**src/rtl/uart_pkg.sv**
```systemverilog
// Shared definitions for the UART receive path: parity modes, receiver states
// and the minimum oversampling ratio the bit timer can work with.
package uart_pkg;

    localparam int PAR_NONE = 0;
    localparam int PAR_ODD  = 1;
    localparam int PAR_EVEN = 2;

    // Three samples around mid-bit plus margin need at least this many clocks per bit.
    localparam int MIN_BPS_CNT = 8;

    typedef enum logic [2:0] {
        ST_IDLE,
        ST_START,
        ST_DATA,
        ST_PARITY,
        ST_STOP
    } rx_state_t;

endpackage

```
**src/rtl/uart_rx_sync.sv**
```systemverilog
// Brings an asynchronous serial line into the clock domain and flags high-to-low
// transitions. Everything resets to the idle-high line level.
module uart_rx_sync (
    input  logic clk,
    input  logic rst,
    input  logic din_i,
    output logic rx_s_o,
    output logic fall_o
);

    logic meta_q;
    logic rx_s_q;
    logic rx_d_q;

    always_ff @(posedge clk) begin
        if (rst) begin
            meta_q <= 1'b1;
            rx_s_q <= 1'b1;
            rx_d_q <= 1'b1;
        end else begin
            meta_q <= din_i;
            rx_s_q <= meta_q;
            rx_d_q <= rx_s_q;
        end
    end

    assign rx_s_o = rx_s_q;
    assign fall_o = rx_d_q & ~rx_s_q;

endmodule

```
**src/rtl/uart_rx_cfg.sv**
```systemverilog
// Configurable UART receiver: majority-voted bit sampling, optional parity,
// one or two stop bits, and a held output word behind a valid/ready handshake.
module uart_rx_cfg
    import uart_pkg::*;
#(
    parameter int CLK       = 50_000_000,
    parameter int BPS       = 9600,
    parameter int BPS_CNT   = CLK / BPS,
    parameter int DATA_BITS = 8,
    parameter int PARITY    = 0,
    parameter int STOP_BITS = 1
) (
    input  logic                 clk,
    input  logic                 rst,
    input  logic                 din,
    output logic [DATA_BITS-1:0] dout,
    output logic                 dout_vld,
    input  logic                 dout_rdy,
    output logic                 par_err,
    output logic                 frm_err,
    output logic                 overrun,
    output logic                 busy
);

    // Ratios below the minimum cannot hold the three-sample window, so they are raised to it.
    localparam int BPS_EFF = (BPS_CNT < MIN_BPS_CNT) ? MIN_BPS_CNT : BPS_CNT;
    localparam int CW      = $clog2(BPS_EFF);
    localparam int BW      = $clog2(DATA_BITS);

    localparam logic [CW-1:0] CNT_MAX = CW'(BPS_EFF - 1);
    localparam logic [CW-1:0] SAMP0   = CW'(BPS_EFF / 2 - 1);
    localparam logic [CW-1:0] SAMP1   = CW'(BPS_EFF / 2);
    localparam logic [CW-1:0] DEC_PT  = CW'(BPS_EFF / 2 + 1);
    localparam logic [BW-1:0] BIT_LAST  = BW'(DATA_BITS - 1);
    localparam logic          STOP_LAST = 1'(STOP_BITS - 1);

    logic rx_s;
    logic fall;

    uart_rx_sync u_sync (
        .clk    (clk),
        .rst    (rst),
        .din_i  (din),
        .rx_s_o (rx_s),
        .fall_o (fall)
    );

    rx_state_t            state_q, state_d;
    logic [CW-1:0]        cnt_q, cnt_d;
    logic [1:0]           samp_q, samp_d;
    logic [BW-1:0]        bit_idx_q, bit_idx_d;
    logic                 stop_idx_q, stop_idx_d;
    logic [DATA_BITS-1:0] shift_q, shift_d;
    logic                 perr_q, perr_d;
    logic                 ferr_q, ferr_d;

    logic [DATA_BITS-1:0] dout_q, dout_d;
    logic                 vld_q, vld_d;
    logic                 par_q, par_d;
    logic                 frm_q, frm_d;
    logic                 ovr_q, ovr_d;

    logic tick;
    logic decision;
    logic exp_par;
    logic frame_done;

    always_ff @(posedge clk) begin
        if (rst) begin
            state_q    <= ST_IDLE;
            cnt_q      <= '0;
            samp_q     <= '0;
            bit_idx_q  <= '0;
            stop_idx_q <= 1'b0;
            shift_q    <= '0;
            perr_q     <= 1'b0;
            ferr_q     <= 1'b0;
            dout_q     <= '0;
            vld_q      <= 1'b0;
            par_q      <= 1'b0;
            frm_q      <= 1'b0;
            ovr_q      <= 1'b0;
        end else begin
            state_q    <= state_d;
            cnt_q      <= cnt_d;
            samp_q     <= samp_d;
            bit_idx_q  <= bit_idx_d;
            stop_idx_q <= stop_idx_d;
            shift_q    <= shift_d;
            perr_q     <= perr_d;
            ferr_q     <= ferr_d;
            dout_q     <= dout_d;
            vld_q      <= vld_d;
            par_q      <= par_d;
            frm_q      <= frm_d;
            ovr_q      <= ovr_d;
        end
    end

    // The timer idles at zero, so entering START always restarts the bit period.
    always_comb begin
        tick       = (cnt_q == DEC_PT);
        decision   = (samp_q[0] & samp_q[1]) | (samp_q[0] & rx_s) | (samp_q[1] & rx_s);
        exp_par    = (PARITY == PAR_ODD) ? ~(^shift_q) : (^shift_q);
        state_d    = state_q;
        cnt_d      = '0;
        samp_d     = samp_q;
        bit_idx_d  = bit_idx_q;
        stop_idx_d = stop_idx_q;
        shift_d    = shift_q;
        perr_d     = perr_q;
        ferr_d     = ferr_q;
        frame_done = 1'b0;

        if (state_q != ST_IDLE) begin
            cnt_d = (cnt_q == CNT_MAX) ? '0 : cnt_q + 1'b1;
            if (cnt_q == SAMP0) samp_d[0] = rx_s;
            if (cnt_q == SAMP1) samp_d[1] = rx_s;
        end

        case (state_q)
            ST_IDLE: begin
                if (fall) begin
                    state_d    = ST_START;
                    bit_idx_d  = '0;
                    stop_idx_d = 1'b0;
                    perr_d     = 1'b0;
                    ferr_d     = 1'b0;
                end
            end
            ST_START: begin
                if (tick) state_d = decision ? ST_IDLE : ST_DATA;
            end
            ST_DATA: begin
                if (tick) begin
                    shift_d[bit_idx_q] = decision;
                    if (bit_idx_q == BIT_LAST) begin
                        state_d = (PARITY != PAR_NONE) ? ST_PARITY : ST_STOP;
                    end else begin
                        bit_idx_d = bit_idx_q + 1'b1;
                    end
                end
            end
            ST_PARITY: begin
                if (tick) begin
                    perr_d  = (decision != exp_par);
                    state_d = ST_STOP;
                end
            end
            ST_STOP: begin
                if (tick) begin
                    if (!decision) ferr_d = 1'b1;
                    if (stop_idx_q == STOP_LAST) begin
                        state_d    = ST_IDLE;
                        frame_done = 1'b1;
                    end else begin
                        stop_idx_d = 1'b1;
                    end
                end
            end
            default: state_d = ST_IDLE;
        endcase
    end

    // A finished frame replaces the held word only if it has been or is being taken.
    always_comb begin
        dout_d = dout_q;
        vld_d  = vld_q;
        par_d  = par_q;
        frm_d  = frm_q;
        ovr_d  = 1'b0;

        if (frame_done) begin
            if (!vld_q || dout_rdy) begin
                dout_d = shift_q;
                par_d  = perr_q;
                frm_d  = ferr_d;
                vld_d  = 1'b1;
            end else begin
                ovr_d = 1'b1;
            end
        end else if (vld_q && dout_rdy) begin
            vld_d = 1'b0;
        end
    end

    assign dout     = dout_q;
    assign dout_vld = vld_q;
    assign par_err  = par_q;
    assign frm_err  = frm_q;
    assign overrun  = ovr_q;
    assign busy     = (state_q != ST_IDLE);

endmodule

```
**config.mk**
```make
export PLATFORM = sky130hd
export DESIGN_NAME = uart_rx_cfg
export DESIGN_NICKNAME = d
export VERILOG_FILES = /design/src/rtl/uart_pkg.sv /design/src/rtl/uart_rx_sync.sv /design/src/rtl/uart_rx_cfg.sv
export SDC_FILE = /design/constraint.sdc
export NUM_CORES = 1
export LEC_CHECK = 0
export ABC_AREA = 1
export CORE_ASPECT_RATIO = 1.2
export CORE_MARGIN = 1.5
export CORE_UTILIZATION = 51
export CTS_CLUSTER_SIZE = 16
export DETAILED_ROUTE_END_ITERATION = 8
export PLACE_DENSITY = 0.75
export SYNTH_ARGS = -nofsm -noshare
export SYNTH_HDL_FRONTEND = slang
export SYNTH_SLANG_ARGS = --single-unit
```
**constraint.sdc**
```tcl
create_clock -name clk -period 2.1 [get_ports clk]
set_clock_uncertainty 0.1 [all_clocks]
set_input_delay 0.63 -clock clk [delete_from_list [all_inputs] [get_ports clk]]
set_output_delay 0.63 -clock clk [all_outputs]
set_load 0.1 [all_outputs]
```
==> results of run 1 <==
timing repair:
| action | in CTS | in global routing |
|---|---|---|
| resized for setup | 1 | 1 |
| setup endpoints to repair | 1 | 1 |
| pin swaps | 0 | 1 |
| gates cloned | 0 | 0 |
| hold buffers | 0 | 0 |
| setup buffers | 0 | 1 |
cells by family (layout without fill, tap and decap cells):
kind of cell | after synthesis | count (layout) | share of synthesized area, %
DFF | 46 | 46 | 39.2
adders and majority gates | 5 | 5 | 2.66
AOI/OAI and AO/OA | 51 | 51 | 11.5
xor gates and xnor gates | 5 | 5 | 1.86
and+or+nand+nor | 173 | 173 | 33.9
buffers and inverters | 60 | 81 | 10.9
cells in the final DEF, fill, tap and decap left out, drive strengths merged:
cell type	n
o21ai	17
nor2	38
ha	5
nor3	6
clkbuf	6
nand2	83
xor2	4
a21boi	1
nor4	3
bufinv	1
clkinvlp	1
xnor2	1
dfxtp	46
nand4	9
and2	1
nand3	29
a21oi	32
o31ai	1
clkdlybuf4s50	3
buf	18
inv	52
or2	4
worst paths after layout:
path / cells past startpoint / end / slack [ns] / from
setup / recovery: 5 / busy / 0.11 / state_q[0]
hold / removal: 1 / u_sync.rx_s_o / 0.33 / u_sync.meta_q
setup reg to reg: 8 / dout[7] / 0.29 / cnt_q[0]
hold reg to reg: 1 / u_sync.rx_s_o / 0.33 / u_sync.meta_q
layer usage:
layer	track usage, %	share of wire, %	up-vias
met5	0	0	-
met4	8.30	1.3	0
li1	-	-	1120
met2	35.2	50	38
met1	25.7	45	940
met3	3.04	3.5	6
area by class of cell:
cell class                      instances  area (um2)
Clock inverter                          2        37.5
Clock buffer                            6        72.6
Fill cell                             386        1550
Timing Repair Buffer                   21         328
Inverter                               52         200
Sequential cell                        46         921
Tap cell                               56        70.1
Multi-Input combinational cell        234        1180
synthesized netlist by cell type:
master	count
a21boi_4	1
a21oi_1	32
and2_1	1
buf_2	2
buf_6	3
clkbuf_1	3
dfxtp_1	46
ha_1	5
inv_1	50
inv_2	1
inv_6	1
nand2_1	81
nand2_2	1
nand2_4	1
nand3_1	28
nand3_4	1
nand4_1	9
nor2_1	33
nor2_2	2
nor2_4	3
nor3_1	5
nor3_4	1
nor4_1	3
o21ai_0	16
o21ai_1	1
o31ai_1	1
or2_2	4
xnor2_1	1
xor2_1	4
critical path: stages (launching register included):
cell	delay (ns)
dfxtp_1	0.31
inv_1	0.12
nand2_1	0.10
nor2_2	0.15
inv_2	0.10
buf_12	0.18
registers in the layout (all words and copies together) (netlist names):
signal	flops
shift_q	8
bit_idx_q	3
perr_q	1
dout	8
ferr_q	1
dout_vld	1
par_err	1
overrun	1
cnt_q	13
u_sync.rx_s_o	1
state_q	3
u_sync.rx_d_q	1
samp_q	2
frm_err	1
u_sync.meta_q	1
power groups by stage:
stage	combinational (W)	sequential, W	clock (W)
3_5_place_dp	0.000568	0.000991	0
4_1_cts	0.000573	0.000970	0.000659
5_1_grt	0.000667	0.000981	0.000701
3_3_place_gp	0.000556	0.000986	0
6_report	0.000595	0.000970	0.000650
2_1_floorplan	0.000442	0.000967	0
metrics by stage:
step,std cells,hold slack [ns],worst slack (ns)
after floorplan,340,0.289,0.201
after detailed placement,408,0.297,0.123
after global routing,417,0.372,0.0152
after CTS,416,0.326,0.0433
final,417,0.328,0.107
after global placement,408,0.294,0.203
==> flow_summary_export.csv, run 1 <==
group,metric,value,unit
layout,n_antenna_cell,0,
grt,antenna_found_initial,0,
job,cap_viol_max_count,0,
synthesis,yosysWarnings,0,
synthesis,avgSynthCellArea,6.91,um2
clocking,numClockSinks,46,
place,dpl_cell_area,2690,um2
sta,post-route-period-util,94.9,%
floorplan,num_io_pins,17,
critical_path,cp-end-kind,"output pin",
synthesis,synthCells,340,
synthesis,synth_top_area_cell,"dfxtp_1",
place,portBuffers,16,
floorplan,fp.dieH,77.4,um
clocking,clk_path_buf_depth,2,
synthesis,yosysTopAreaCellShare,39.2,%
layout,design_area,2810,um2
clocking,numCtsBuffers,5,
layout,nets,369,
power,switching_share,33.3,%
drt,num_vias,2104,
power,p_sw,0.000738,W
layout,final_layout_size_suffix_gt1_share,11.9,%
sta,final-setup-viol-count,0,
sta,slew_headroom,72.2,%
hold_path,hold_path.class,"reg2reg",
synthesis,ys_ff_latch,46,
synthesis,synth_cell_types,29,
drt,drt-vias-per-instance,5.05,
grt,grt_pass1_wl,8220,um
drt,antenna_left,0,
critical_path,startpoint_type,"flip-flop",
sta,max_freq,502,MHz
layout,syn_to_final_growth,19.4,%
clocking,cts.clk_slew.worst_paths,0.09,ns
sta,hold_viol,0,
layout,post-route-util,64.4,%
synthesis,synth.net_count,349,
place,place.gp.congestion,0.806,
clocking,clock-root-buffer,"clkbuf_8",
synthesis,syn_area,2350,um2
sta,slew_viol_final,0,
floorplan,die-width,65.0,um
sta,period_minus_slack,1.99,ns
power,power.share.sequential,43.8,%
power,combPwrFrac,26.9,%
critical_path,path_class,"reg2out",
drt,drtPass1Iterations,4,
power,vdd_ir_drop_max,0.000558,V
floorplan,dieArea,5030,um2
grt,grt_pass1_vias,1893,
drt,wl,4640,um
drt,avgRoutedWirePerCell,11.1,um
drt,drc,0,
power,p_leak,1.09,nW
critical_path,worstPathArrival,1.26,ns
power,clockPowerShare,29.3,%
sta,tightest_slew,0.413,ns
floorplan,core_area,4360,um2
grt,track_usage,20.6,%
clocking,cts_tree,"yes",
power,intPower,0.00148,W
critical_path,required,1.37,ns
grt,grt_overflow,0,
critical_path,worst-path-max-fanout,6,
power,power_per_cell_area,789,nW/um2
floorplan,rows,26,
clocking,clk_latency,0.30,ns
synthesis,seq_area_frac_synth,39.2,%
grt,grt_max_degree,21,
power,power.total,0.00221,W
sta,tns,0,ns
place,hpwl,3500,um
synthesis,synth_area_leaders,"dfxtp_1 (39%), nand2_1 (13%), inv_1 (8.0%), a21oi_1 (6.8%), nand3_1 (6.0%)",
sta,rsz0062_at_grt,"no",
floorplan,initial_core_util,53.9,%
drt,drtIter0Drc,81,
status,outcome,"finished clean",
clocking,htree_levels,2,
Note: power is estimated with default switching activity, not from simulation.
==> run 2, diff against run 1 <==
--- a/config.mk
+++ b/config.mk
@@ -6,12 +6,12 @@
 export NUM_CORES = 1
 export LEC_CHECK = 0
 export ABC_AREA = 1
-export CORE_ASPECT_RATIO = 1.2
+export CORE_ASPECT_RATIO = 2
 export CORE_MARGIN = 1.5
-export CORE_UTILIZATION = 51
+export CORE_UTILIZATION = 45
 export CTS_CLUSTER_SIZE = 16
 export DETAILED_ROUTE_END_ITERATION = 8
-export PLACE_DENSITY = 0.75
+export PLACE_DENSITY = 0.68
 export SYNTH_ARGS = -nofsm -noshare
 export SYNTH_HDL_FRONTEND = slang
 export SYNTH_SLANG_ARGS = --single-unit
==> run 2 against run 1 <==
Against the previous run: first-iteration DRC count fell by 75%; clock power grew 3.4%; via count fell by 0.48%; critical path depth is the same.
==> flow_summary_export.csv, run 2 (same netlist as run 1, synthesis figures left out) <==
group,metric,value,unit
sta,hold_viol,0,
layout,mostFrequentLayoutCells,"nand2_1 (81), inv_1 (49), dfxtp_1 (46), nor2_1 (32), a21oi_1 (32)",
layout,final_layout_size_suffix_gt1_share,11.9,%
floorplan,die-width,54.1,um
layout,top_register,"cnt_q",
floorplan,initial_core_util,46.2,%
sta,final-setup-viol-count,0,
critical_path,worstPathArrival,1.29,ns
drt,drtIter0Drc,20,
layout,nets,368,
layout,nFillCells,510,
critical_path,startpoint_type,"flip-flop",
drt,num_vias,2094,
power,switching_share,34.3,%
hold_path,hold_path.class,"reg2reg",
grt,antenna_found_initial,0,
layout,design_area,2810,um2
critical_path,worst-path-max-fanout,6,
critical_path,crit_family,"buffers and inverters",
grt,track_usage,18.9,%
clocking,clk_path_buf_depth,2,
drt,drt-vias-per-instance,5.01,
sta,max_freq,494,MHz
critical_path,cp-end-kind,"output pin",
sta,tns,0,ns
layout,post-route-util,55.1,%
floorplan,num_io_pins,17,
critical_path,rr_endpoint,"dout[4]",
clocking,numClockSinks,46,
grt,grt_overflow,0,
critical_path,cp_cell_sequence,"inv_1 > nand2_1 > nor2_2 > inv_2 > buf_12",
sta,rsz0062_at_grt,"no",
layout,n_antenna_cell,0,
place,pre_cts_ws,0.166,ns
floorplan,dieArea,5690,um2
sta,slew_headroom,73.1,%
layout,final_common_cell,"nand2_1",
sta,slew_viol_final,0,
power,combPwrFrac,26.3,%
power,power.share.sequential,43.5,%
clocking,htree_levels,2,
critical_path,max_stage_delay,0.32,ns
critical_path,required,1.37,ns
critical_path,ff2ff_setup_slack,0.30,ns
drt,antenna_left,0,
critical_path,startpoint,"state_q[0]",
critical_path,slowest_stage,"dfxtp_1",
power,p_sw,0.000762,W
clocking,clock-root-buffer,"clkbuf_8",
grt,grt_pass1_vias,2043,
critical_path,worst_r2r_path_depth,8,
critical_path,r2r-start,"cnt_q[0]",
power,clockPowerShare,30.2,%
critical_path,path_buf_inv,3,
clocking,cts.clk_slew.worst_paths,0.10,ns
layout,largest_register_ffs,13,
place,dpl_cell_area,2690,um2
sta,whs,0.316,ns
clocking,cts_tree,"yes",
floorplan,core_area,5090,um2
place,hpwl,3650,um
floorplan,fp.dieH,105,um
power,intPower,0.00146,W
drt,wl,4750,um
clocking,numCtsBuffers,5,
layout,syn_to_final_growth,19.3,%
job,cap_viol_max_count,0,
sta,post-route-period-util,96.4,%
status,outcome,"finished clean",
power,vdd_ir_drop_max,0.000793,V
clocking,hold_buffers,0,
critical_path,cp_num_cells,5,
grt,grt_max_degree,21,
grt,grt_pass1_wl,8130,um
power,p_leak,1.09,nW
floorplan,rows,37,
sta,tightest_slew,0.399,ns
place,place.gp.congestion,0.833,
drt,drtPass1Iterations,4,
drt,avgRoutedWirePerCell,11.4,um
sta,setup_slack,0.0760,ns
clocking,clk_latency,0.31,ns
critical_path,crit_end,"busy",
drt,drc,0,
sta,period_minus_slack,2.02,ns
critical_path,path_class,"reg2out",
place,portBuffers,16,
power,power_per_cell_area,793,nW/um2
## run 2: changes by cell type in the layout (fill, tap and decap cells not counted)
cell / delta
clkbuf_1: -1
buf_4: -1
clkinvlp_4: +1
## run 2: through the flow
step,std cells,power [W]
6_report,418,0.00222
3_5_place_dp,410,0.00156
2_1_floorplan,340,0.00141
3_3_place_gp,410,0.00155
4_1_cts,418,0.00224
5_1_grt,418,0.00234
## run 2: worst min path at each step
stage / startpoint / endpoint / slack (ns) / depth (start not counted)
floorplan: u_sync.meta_q / u_sync.rx_s_o / 0.29 / 1
global placement: u_sync.meta_q / u_sync.rx_s_o / 0.30 / 1
detailed placement: u_sync.meta_q / u_sync.rx_s_o / 0.30 / 1
CTS: u_sync.meta_q / u_sync.rx_s_o / 0.32 / 1
global route: u_sync.meta_q / u_sync.rx_s_o / 0.34 / 1
finish: u_sync.meta_q / u_sync.rx_s_o / 0.32 / 1
## run 2: area by class of cell
class | instances | area (um2) | share of cell area (%)
clock inverter | 3 | 45.0 | 1.61
tap | 58 | 72.6 | 2.59
sequential | 46 | 921 | 32.8
timing repair buffer | 20 | 320 | 11.4
multi-input combinational | 234 | 1180 | 42.0
clock buffer | 5 | 68.8 | 2.45
inverter | 52 | 200 | 7.14
## run 2: power by group through the flow
stage	Combinational, W	Clock, W	Sequential, W
after floorplan	0.000442	0	0.000967
after global placement	0.000569	0	0.000986
after detailed placement	0.000575	0	0.000987
after CTS	0.000587	0.000688	0.000966
after global routing	0.000657	0.000713	0.000975
final	0.000585	0.000672	0.000968
## run 2: timing repair
action,CTS,global route
gates cloned,0,0
resized for setup,1,1
endpoints found under the setup margin,1,1
buffers inserted,0,0
## run 2: metal layers
metal / part of all wire, % / track usage [%] / up-vias
met1: 37 / 16.6 / 921
li1: - / - / 1119
met2: 57 / 36.8 / 36
met5: 0 / 0 / -
met3: 2.3 / 3.12 / 18
met4: 3.5 / 9.64 / 0
==> run 3, diff against run 2 <==
--- a/config.mk
+++ b/config.mk
@@ -8,10 +8,10 @@
 export ABC_AREA = 1
 export CORE_ASPECT_RATIO = 2
 export CORE_MARGIN = 1.5
-export CORE_UTILIZATION = 45
+export CORE_UTILIZATION = 46
 export CTS_CLUSTER_SIZE = 16
 export DETAILED_ROUTE_END_ITERATION = 8
-export PLACE_DENSITY = 0.68
+export PLACE_DENSITY = 0.69
 export SYNTH_ARGS = -nofsm -noshare
 export SYNTH_HDL_FRONTEND = slang
 export SYNTH_SLANG_ARGS = --single-unit
==> run 3 against run 2 <==
Against the previous run: wire length grew 11%; core utilization increased by 1.6 points; combinational power rose by 2%; power is 5.0% lower; register-to-register slack lost 0.02 ns; die area decreased by 2.1%; count of clock-buffer cells in the layout rose by 1; global-route usage up 2.6 points; clock power down 19%; via count grew 4.2%; critical endpoint unchanged; largest cell class unchanged.
==> flow_summary_export.csv, run 3 (same netlist as run 1, synthesis figures left out) <==
group,metric,value,unit
grt,grt_pass1_wl,8890,um
drt,drc,0,
critical_path,required,1.37,ns
power,combPwrFrac,28.2,%
floorplan,rows,36,
drt,num_vias,2182,
clocking,cts_tree,"yes",
sta,post-route-period-util,92.1,%
sta,slew_viol_final,0,
layout,syn_to_final_growth,18.4,%
power,intPower,0.00136,W
layout,mostFrequentLayoutCells,"nand2_1 (81), inv_1 (49), dfxtp_1 (46), nor2_1 (32), a21oi_1 (32)",
place,place.gp.congestion,0.794,
critical_path,path_class,"reg2out",
sta,slew_headroom,66.3,%
power,switching_share,35.8,%
layout,final_common_cell,"nand2_1",
layout,post-route-util,56.7,%
place,pre_cts_ws,0.160,ns
critical_path,worst_r2r_path_depth,8,
power,p_sw,0.000756,W
critical_path,r2r-start,"cnt_q[0]",
power,vdd_ir_drop_max,0.000844,V
clocking,clk_path_buf_depth,2,
layout,nets,369,
layout,design_area,2780,um2
drt,drtIter0Drc,26,
clocking,numCtsBuffers,5,
layout,largest_register_ffs,13,
sta,hold_viol,0,
floorplan,die-width,53.6,um
power,power.share.sequential,45.9,%
layout,final_layout_size_suffix_gt1_share,11.9,%
critical_path,worstPathArrival,1.20,ns
clocking,ctsResizeCount,0,
drt,drt-vias-per-instance,5.22,
sta,max_freq,517,MHz
critical_path,ff2ff_setup_slack,0.28,ns
sta,setup_slack,0.165,ns
layout,top_register,"cnt_q",
power,power_per_cell_area,759,nW/um2
floorplan,core_area,4910,um2
layout,n_antenna_cell,0,
critical_path,worst-path-max-fanout,5,
grt,grt_max_degree,21,
floorplan,dieArea,5570,um2
critical_path,crit_end,"busy",
clocking,hold_buffers,0,
clocking,post-cts-setup-buffers,0,
sta,final-setup-viol-count,0,
power,p_leak,1.09,nW
critical_path,startpoint,"state_q[0]",
floorplan,num_io_pins,17,
critical_path,cp-end-kind,"output pin",
grt,grt_pass1_vias,2101,
grt,antenna_found_initial,0,
grt,grt_overflow,0,
clocking,cts.clk_slew.worst_paths,0.09,ns
clocking,htree_levels,2,
status,outcome,"finished clean",
clocking,numClockSinks,46,
place,portBuffers,16,
floorplan,initial_core_util,47.9,%
critical_path,startpoint_type,"flip-flop",
place,hpwl,4100,um
sta,period_minus_slack,1.93,ns
drt,drtPass1Iterations,4,
sta,tns,0,ns
critical_path,rr_endpoint,"dout[0]",
clocking,clock-root-buffer,"clkbuf_8",
hold_path,hold_path.class,"reg2reg",
power,clockPowerShare,25.8,%
job,cap_viol_max_count,0,
floorplan,fp.dieH,104,um
sta,rsz0062_at_grt,"no",
grt,track_usage,21.5,%
drt,avgRoutedWirePerCell,12.6,um
place,dpl_cell_area,2700,um2
drt,wl,5280,um
clocking,clk_latency,0.32,ns
sta,tightest_slew,0.501,ns
drt,antenna_left,0,
==> run 3: cell count changes in the layout (fill, tap and decap cells not counted), sizes merged <==
| cell | previous run | this run |
|---|---|---|
| bufinv | 1 | 0 |
| clkinv | 0 | 2 |
| clkinvlp | 2 | 0 |
| buf | 17 | 18 |
| clkbuf | 5 | 6 |
==> run 3: how the worst min path moves through the flow <==
stage,from,to,cells after the start
after floorplan,u_sync.meta_q,u_sync.rx_s_o,1
after global placement,u_sync.meta_q,u_sync.rx_s_o,1
after detailed placement,u_sync.meta_q,u_sync.rx_s_o,1
after CTS,u_sync.meta_q,u_sync.rx_s_o,1
after global routing,u_sync.meta_q,u_sync.rx_s_o,1
final,u_sync.meta_q,u_sync.rx_s_o,1
==> run 3: power groups by stage <==
stage	registers (W)	logic, W	clock network (W)
after CTS	0.000970	0.000599	0.000564
after floorplan	0.000967	0.000442	0
after detailed placement	0.000990	0.000595	0
after global placement	0.000988	0.000589	0
after global routing	0.000979	0.000658	0.000594
final	0.000970	0.000597	0.000546
==> run 3: area by class of cell <==
type	instances	area, um2
fill	476	2130
multi-input combinational	234	1180
sequential	46	921
timing repair buffer	21	328
inverter	52	200
clock buffer	6	72.6
tap	57	71.3
clock inverter	2	13.8
==> run 3: metrics by stage <==
step / hold WS, ns / cells / total power [W]
after global routing: 0.324 / 418 / 0.00223
after global placement: 0.301 / 410 / 0.00158
final: 0.329 / 418 / 0.00211
after floorplan: 0.289 / 340 / 0.00141
after detailed placement: 0.301 / 410 / 0.00159
after CTS: 0.334 / 418 / 0.00213
==> run 3: critical path, stage by stage (launching register included) <==
cell,delay [ns]
dfxtp_1,0.32
inv_2,0.08
nand2_1,0.08
nor2_2,0.13
inv_1,0.10
buf_12,0.17
==> run 3: routing by layer <==
| metal | part of all wire [%] | vias to the layer above | global-route usage, % |
|---|---|---|---|
| met5 | 0 | - | 0 |
| met2 | 59 | 34 | 41.0 |
| li1 | - | 1124 | - |
| met1 | 34 | 1002 | 18.1 |
| met4 | 5.2 | 0 | 13.9 |
| met3 | 2.1 | 22 | 4.02 |
